### config.mk
export PLATFORM = sky130hd
export DESIGN_NAME = strength_resolve_monitor
export DESIGN_NICKNAME = d
export VERILOG_FILES = /design/src/rtl/strength_resolve_monitor.sv
export SDC_FILE = /design/constraint.sdc
export NUM_CORES = 1
export LEC_CHECK = 0
export ABC_AREA = 1
export BUFFER_PORTS_ARGS = -buffer_cell sky130_fd_sc_hd__buf_2
export CORE_ASPECT_RATIO = 1.5
export CORE_MARGIN = 5
export CORE_UTILIZATION = 57
export CTS_CLUSTER_DIAMETER = 120
export DETAILED_ROUTE_END_ITERATION = 16
export PLACE_DENSITY_LB_ADDON = 0.05
export SYNTH_ARGS = -nofsm -noshare
export SYNTH_HDL_FRONTEND = slang
export SYNTH_SLANG_ARGS = --single-unit
### constraint.sdc
create_clock -name clk -period 2.55 [get_ports clk]
set_input_delay 0.255 -clock clk [delete_from_list [all_inputs] [get_ports clk]]
set_output_delay 0.255 -clock clk [all_outputs]
set_load 0.02 [all_outputs]
### src/rtl/strength_resolve_monitor.sv
// strength_resolve_monitor
// Resolves two strength-tagged drivers onto one net, registers the 4-state
// result, filters it for stability, counts qualified rising edges and raises
// a sticky done flag once the edge target is reached.
module strength_resolve_monitor #(
  parameter int STABLE_CYCLES = 3,
  parameter int EDGE_TARGET   = 4,
  parameter int CNT_W         = 8
) (
  input  logic             clk,
  input  logic             rst,
  input  logic             a_val,
  input  logic [1:0]       a_str0,
  input  logic [1:0]       a_str1,
  input  logic             b_val,
  input  logic [1:0]       b_str0,
  input  logic [1:0]       b_str1,
  output logic             res_val,
  output logic             res_x,
  output logic             res_z,
  output logic             q,
  output logic [CNT_W-1:0] edge_cnt,
  output logic             done
);

  // stab_cnt only ever holds 0 .. STABLE_CYCLES-1
  localparam int SW = (STABLE_CYCLES > 1) ? $clog2(STABLE_CYCLES) : 1;
  localparam logic [SW-1:0]    STAB_LAST = SW'(STABLE_CYCLES - 1);
  localparam logic [CNT_W-1:0] TARGET    = CNT_W'(EDGE_TARGET);

  typedef enum logic [1:0] {
    IDLE = 2'd0,
    RUN  = 2'd1,
    DONE = 2'd2
  } state_t;

  logic [1:0]       sa;
  logic [1:0]       sb;
  logic             comb_val;
  logic             comb_x;
  logic             comb_z;
  // set once the result registers hold a real post-reset sample rather than
  // the reset value, so an undriven net keeps the FSM in IDLE
  logic             res_seen;
  logic             sample_valid;
  logic [SW-1:0]    stab_cnt;
  logic             q_d;
  state_t           state;
  state_t           state_next;
  logic [CNT_W-1:0] edge_cnt_next;
  logic             done_next;

  // Strength resolution of the two drivers for the current cycle
  always_comb begin
    sa       = a_val ? a_str1 : a_str0;
    sb       = b_val ? b_str1 : b_str0;
    comb_val = 1'b0;
    comb_x   = 1'b0;
    comb_z   = 1'b0;
    if ((sa == 2'd0) && (sb == 2'd0)) begin
      comb_z = 1'b1;
    end else if (sa > sb) begin
      comb_val = a_val;
    end else if (sb > sa) begin
      comb_val = b_val;
    end else if (a_val == b_val) begin
      comb_val = a_val;
    end else begin
      comb_x = 1'b1;
    end
  end

  // Register the resolved net state
  always_ff @(posedge clk) begin
    if (rst) begin
      res_val  <= 1'b0;
      res_x    <= 1'b0;
      res_z    <= 1'b0;
      res_seen <= 1'b0;
    end else begin
      res_val  <= comb_val;
      res_x    <= comb_x;
      res_z    <= comb_z;
      res_seen <= 1'b1;
    end
  end

  assign sample_valid = ~res_x & ~res_z;

  // Stability filter: q changes only after STABLE_CYCLES consecutive valid
  // differing samples; any X/Z or agreeing sample restarts the count
  always_ff @(posedge clk) begin
    if (rst) begin
      q        <= 1'b0;
      stab_cnt <= '0;
    end else if (!sample_valid) begin
      stab_cnt <= '0;
    end else if (res_val == q) begin
      stab_cnt <= '0;
    end else if (stab_cnt == STAB_LAST) begin
      q        <= res_val;
      stab_cnt <= '0;
    end else begin
      stab_cnt <= stab_cnt + SW'(1);
    end
  end

  // Delayed copy of q for rising-edge detection
  always_ff @(posedge clk) begin
    if (rst) begin
      q_d <= 1'b0;
    end else begin
      q_d <= q;
    end
  end

  // FSM state, edge counter and done flag registers
  always_ff @(posedge clk) begin
    if (rst) begin
      state    <= IDLE;
      edge_cnt <= '0;
      done     <= 1'b0;
    end else begin
      state    <= state_next;
      edge_cnt <= edge_cnt_next;
      done     <= done_next;
    end
  end

  // FSM next state and counter update; DONE freezes the count
  always_comb begin
    state_next    = state;
    edge_cnt_next = edge_cnt;
    done_next     = done;
    case (state)
      IDLE: begin
        if (res_seen && sample_valid) begin
          state_next = RUN;
        end else begin
          state_next = IDLE;
        end
      end
      RUN: begin
        if (q && !q_d && (edge_cnt != TARGET)) begin
          edge_cnt_next = edge_cnt + CNT_W'(1);
          if (edge_cnt_next == TARGET) begin
            state_next = DONE;
            done_next  = 1'b1;
          end else begin
            state_next = RUN;
          end
        end else begin
          state_next = RUN;
        end
      end
      DONE: begin
        state_next = DONE;
        done_next  = 1'b1;
      end
      default: begin
        state_next    = IDLE;
        edge_cnt_next = '0;
        done_next     = 1'b0;
      end
    endcase
  end

endmodule

; ---- Yosys cells after proc, flatten, opt, wreduce, memory -nomap -nowiden
; Cells that the tools add are included.
[totals]
register_bits = 19
inputBits = 12
out_inout_bits = 13
[classes]
add_sub_neg = 2
n_lt_le_gt_ge = 2
n_eq_ne = 9
mux = 17
bitwise = 7
reduce_logical = 15
[ops]
columns = op, count
row1 = 8-bit case mux with 2 select lines, 1
row2 = 1-bit two-way mux, 9
row3 = "8-bit by 1-bit adder with 8-bit output, second input constant", 1
row4 = "8-bit by 3-bit equality test with 1-bit output, second input constant", 1
row5 = 2-bit two-way mux, 4
row6 = 8-bit two-way mux, 1
row7 = "8-bit by 3-bit != test with 1-bit output, second input constant", 1
row8 = 4-bit OR reduction, 2
row9 = 2-bit logical NOT, 3
row10 = 1-bit NOT, 6
row11 = 2-bit case mux with 3 select lines, 1
row12 = 3-bit AND reduction, 2
row13 = "2-bit equality test, second input constant", 2
row14 = 2-bit greater-than comparator, 2
row15 = 1-bit logical AND, 4
row16 = "2-bit != test, second input constant", 2
row17 = 2-bit OR reduction, 2
row18 = 1-bit case mux with 3 select lines, 1
row19 = "2-bit by 1-bit adder with 2-bit output, second input constant", 1
row20 = 1-bit equality test, 2
row21 = "2-bit by 1-bit equality test with 1-bit output, second input constant", 1
row22 = 2-bit AND reduction, 1
row23 = 1-bit AND, 1
row24 = 1-bit logical NOT, 1

; ---- Longest topological paths before layout
[depth]
depth_word = 5
mapped_depth = 12
depth_no_buf = 12

; ---- Worst setup path before layout
; Ideal clock, no wire load.
[synth_timing]
kind = register -> register
from = reg edge_cnt[0]
to = reg edge_cnt[7]
setup_ns = 0.140
arrival_time_ns = 1.532
required_ns = 2.410
slack_ns = 0.878
path_stages_with_launch = 11
cell_sequence = dfxtp_1 -> inv_1 -> ha_1 -> nor3b_1 -> nand2_1 -> nand2_1 -> nand2_2 -> nand2_2 -> buf_6 -> a21oi_1 -> a211oi_2
[synth_between]
elab_chain_len = 4
elab_cells_between_ends = 7
[synth_lines]
columns = item, line_no
row1 = start: declaration, 22  ; output logic [CNT_W-1:0] edge_cnt,
row2 = start signal: assignment, 125  ; edge_cnt <= edge_cnt_next;
row3 = branches (longest 4 deep; another with 8-bit by 1-bit adder with 8-bit output), -
; Several ways; the timed one is not identified. The select of a mux whose other input is x is not followed.
; A chain may end at the register's enable or synchronous reset.

; ---- Final worst setup path
[layout_timing]
from = reg edge_cnt[0]
to = reg edge_cnt[1]
; The elaborated chain is that of the path after synthesis.

==> impl_metrics.yaml <==
run_status:
  status: "finished, final reports clean"
place:
  placedCellCount: 199
  hpwl_mm: 2.14
  place.gp.congestion: 0.883
  port_buffers: 24
  post-place-ws_ps: 857
power:
  swShare: 0.347
  p_sw_mw: 0.234
  power_density_nw_per_um2: 515
  p_comb_frac: 0.269
  fin_total_pwr_mw: 0.676
  seqPwrFrac: 0.500
  clockPowerShare: 0.231
  power_leakage_nw: 0.618
  ir_worst_vdd_v: 0.000389
  p_int_mw: 0.442
die:
  initial_core_util: 0.582
  die_area_um2: 3070
  row_count: 20
  coreArea_um2: 2000
  die_h_um: 65.4
  die_w_um: 46.9
  io_pins: 25
logic_synthesis:
  synth.distinct_cells: 26
  synth_compound_area_frac: 0.172
  synth_xor_area_frac: 0
  syn_inst: 156
  synth_mux_area_frac: 0.0193
  synth_area_um2: 1160
  avgSynthCellArea_um2: 7.47
  synth_top_family_by_area: "simple AND/OR/NAND/NOR gates"
  yosysWarnings: 0
  synthAdderAreaFrac: 0.107
  yosys_register_bits: 19
  yosys.area_share.simple: 0.278
  synth-seq-area-share: 0.327
  syn_nets: 178
drt:
  vias: 1080
  wl_per_cell_um: 12.9
  drc: 0
  ant_nets: 0
  initialDrtViolationCount: 21
  wl_mm: 2.62
  dr.pass1.iters: 3
  viasPerCell: 5.32
clock_network:
  ctsHoldBuffers: 0
  clk_latency_ps: 310
  cts.sinks: 19
  cts_tree: "built"
  htreeDepth: 1
  cts_setup_buffers: 0
  cts_resized: 0
  clk_pin_slew_worst_paths_ps: 100
  clockBufferDepth: 2
  cts_buffers: 3
  cts.root.buffer_cell: "clkbuf_4"
finish:
  syn_to_final_growth_pct: 12.8
  final_nets: 204
  drive_gt1_frac: 0.265
  final_cells: 203
  n_antenna_cell: 0
sta:
  slew_headroom: 0.760
  grt_setup_unrepaired: "false"
  fin_tns_setup_ps: 0
  hold_viol: 0
  finalCritPeriodShare: 0.659
  slew_viol_final: 0
  layout_setup_ws_ps: 868
  tightest_slew_ps: 351
  clock_skew_ps: 6.10
  min_period_ps: 1680
  setup_viol: 0
  fmax_ghz: 0.595
critical_path:
  critPathLaunchType: "flip-flop"
  critPathCaptureType: "flip-flop"
  cp.required_ps: 2780
  arrival_ps: 1910
  path_max_fanout: 15
  criticalPathCategory: "flip-flop to flip-flop"
global_routing:
  grt_pass1_wl_mm: 4.36
  grt.total_usage: 0.194
  grt.overflow.total: 0
  grt_start_max_net_pins: 16
  grt_pass1_vias: 1071
  antenna_found_initial: 0
worst_hold_path:
  hp-class: "primary input to flip-flop"
flow_run:
  cap_violations: 0
-- power by group through the flow --
| stage | combinational [mW] | clock, mW | sequential [mW] |
|---|---|---|---|
| 6_report | 0.182 | 0.156 | 0.338 |
| 5_1_grt | 0.206 | 0.176 | 0.342 |
| 4_1_cts | 0.183 | 0.162 | 0.338 |
| 3_5_place_dp | 0.182 | 0 | 0.345 |
| 3_3_place_gp | 0.177 | 0 | 0.344 |
| 2_1_floorplan | 0.118 | 0 | 0.362 |
-- layout by cell type (no fill, tap or decap), types with 2 or more instances in the layout --
| cell | n |
|---|---|
| a211oi_2 | 6 |
| a21oi_1 | 11 |
| buf_2 | 24 |
| clkbuf_4 | 3 |
| dfxtp_1 | 19 |
| ha_1 | 10 |
| inv_1 | 22 |
| mux2_2 | 2 |
| nand2_1 | 31 |
| nand2_2 | 5 |
| nand3_1 | 8 |
| nand4_1 | 4 |
| nor2_1 | 17 |
| nor2_2 | 2 |
| o21ai_0 | 3 |
| o21ai_1 | 3 |
-- path summary, 6_finish.rpt --
kind | startpoint | to | slack, ps | cells past startpoint
min reg2reg | stab_cnt[0] | stab_cnt[0] | 420 | 1
max reg2reg | edge_cnt[0] | edge_cnt[1] | 870 | 9
max | edge_cnt[0] | edge_cnt[1] | 870 | 9
min | a_val | res_val | 260 | 3
-- Yosys cell counts --
library cell,count,area share
a211oi_2,6,0.064
nand2_1,31,0.10
nor2_1,17,0.055
o21bai_1,1,0.0064
a2111oi_0,1,0.0075
or2_2,1,0.0054
clkbuf_1,1,0.0032
o21ai_1,3,0.013
nand3_2,1,0.0086
o21ai_0,3,0.013
ha_1,10,0.11
o211ai_1,1,0.0064
dfxtp_1,19,0.33
inv_1,22,0.071
inv_2,1,0.0032
a21oi_2,1,0.0075
nor3b_1,1,0.0064
mux2_2,2,0.019
nor2_2,2,0.011
a21oi_1,11,0.047
nand3_1,8,0.034
a211oi_1,1,0.0064
nand4_1,4,0.021
buf_6,2,0.019
nor2_4,1,0.0097
nand2_2,5,0.027
-- cell families (layout without fill, tap and decap cells) --
logic type      after synthesis  after routing
fa+ha+maj                    10             10
buf+inv                      26             51
simple gates                 71             71
mux                           2              2
flops                        19             19
compound gates               28             28
-- state kept, by name (all words and copies together) (netlist names) --
signal,count
state,2
res_x,1
res_seen,1
done,1
res_z,1
q_d,1
q,1
edge_cnt,8
stab_cnt,2
res_val,1
-- through the flow --
| step | utilization | area [um2] | hold slack, ps |
|---|---|---|---|
| after global routing | 0.656 | 1310 | 299 |
| final | 0.656 | 1310 | 263 |
| after global placement | 0.643 | 1290 | 399 |
| after floorplan | - | 1160 | 388 |
| after detailed placement | 0.643 | 1290 | 405 |
| after CTS | 0.656 | 1310 | 258 |
-- per-layer routing --
layer  GRT usage  up-vias  share of wire
met3      0.0274       12          0.039
met2       0.371       28           0.55
met5           0        -              0
met4       0.118        0          0.049
met1       0.173      481           0.36
li1            -      559              -
-- area by class of cell --
cell class | count | area (um2)
inverter | 23 | 86.3
timing repair buffer | 24 | 120
multi-input combinational | 111 | 672
sequential | 19 | 380
clock inverter | 1 | 5.00
tap | 22 | 27.5
fill | 196 | 688
clock buffer | 3 | 22.5
-- critical path: stages, from the launching register on --
cell and delay (ps):
dfxtp_1 340, inv_1 170, ha_1 170, nor3b_1 170
nand2_1 90, nand2_1 80, nand2_2 60, nand2_2 270
a21oi_1 90, a211oi_2 160
No activity file was read; power rests on OpenSTA's default activity.
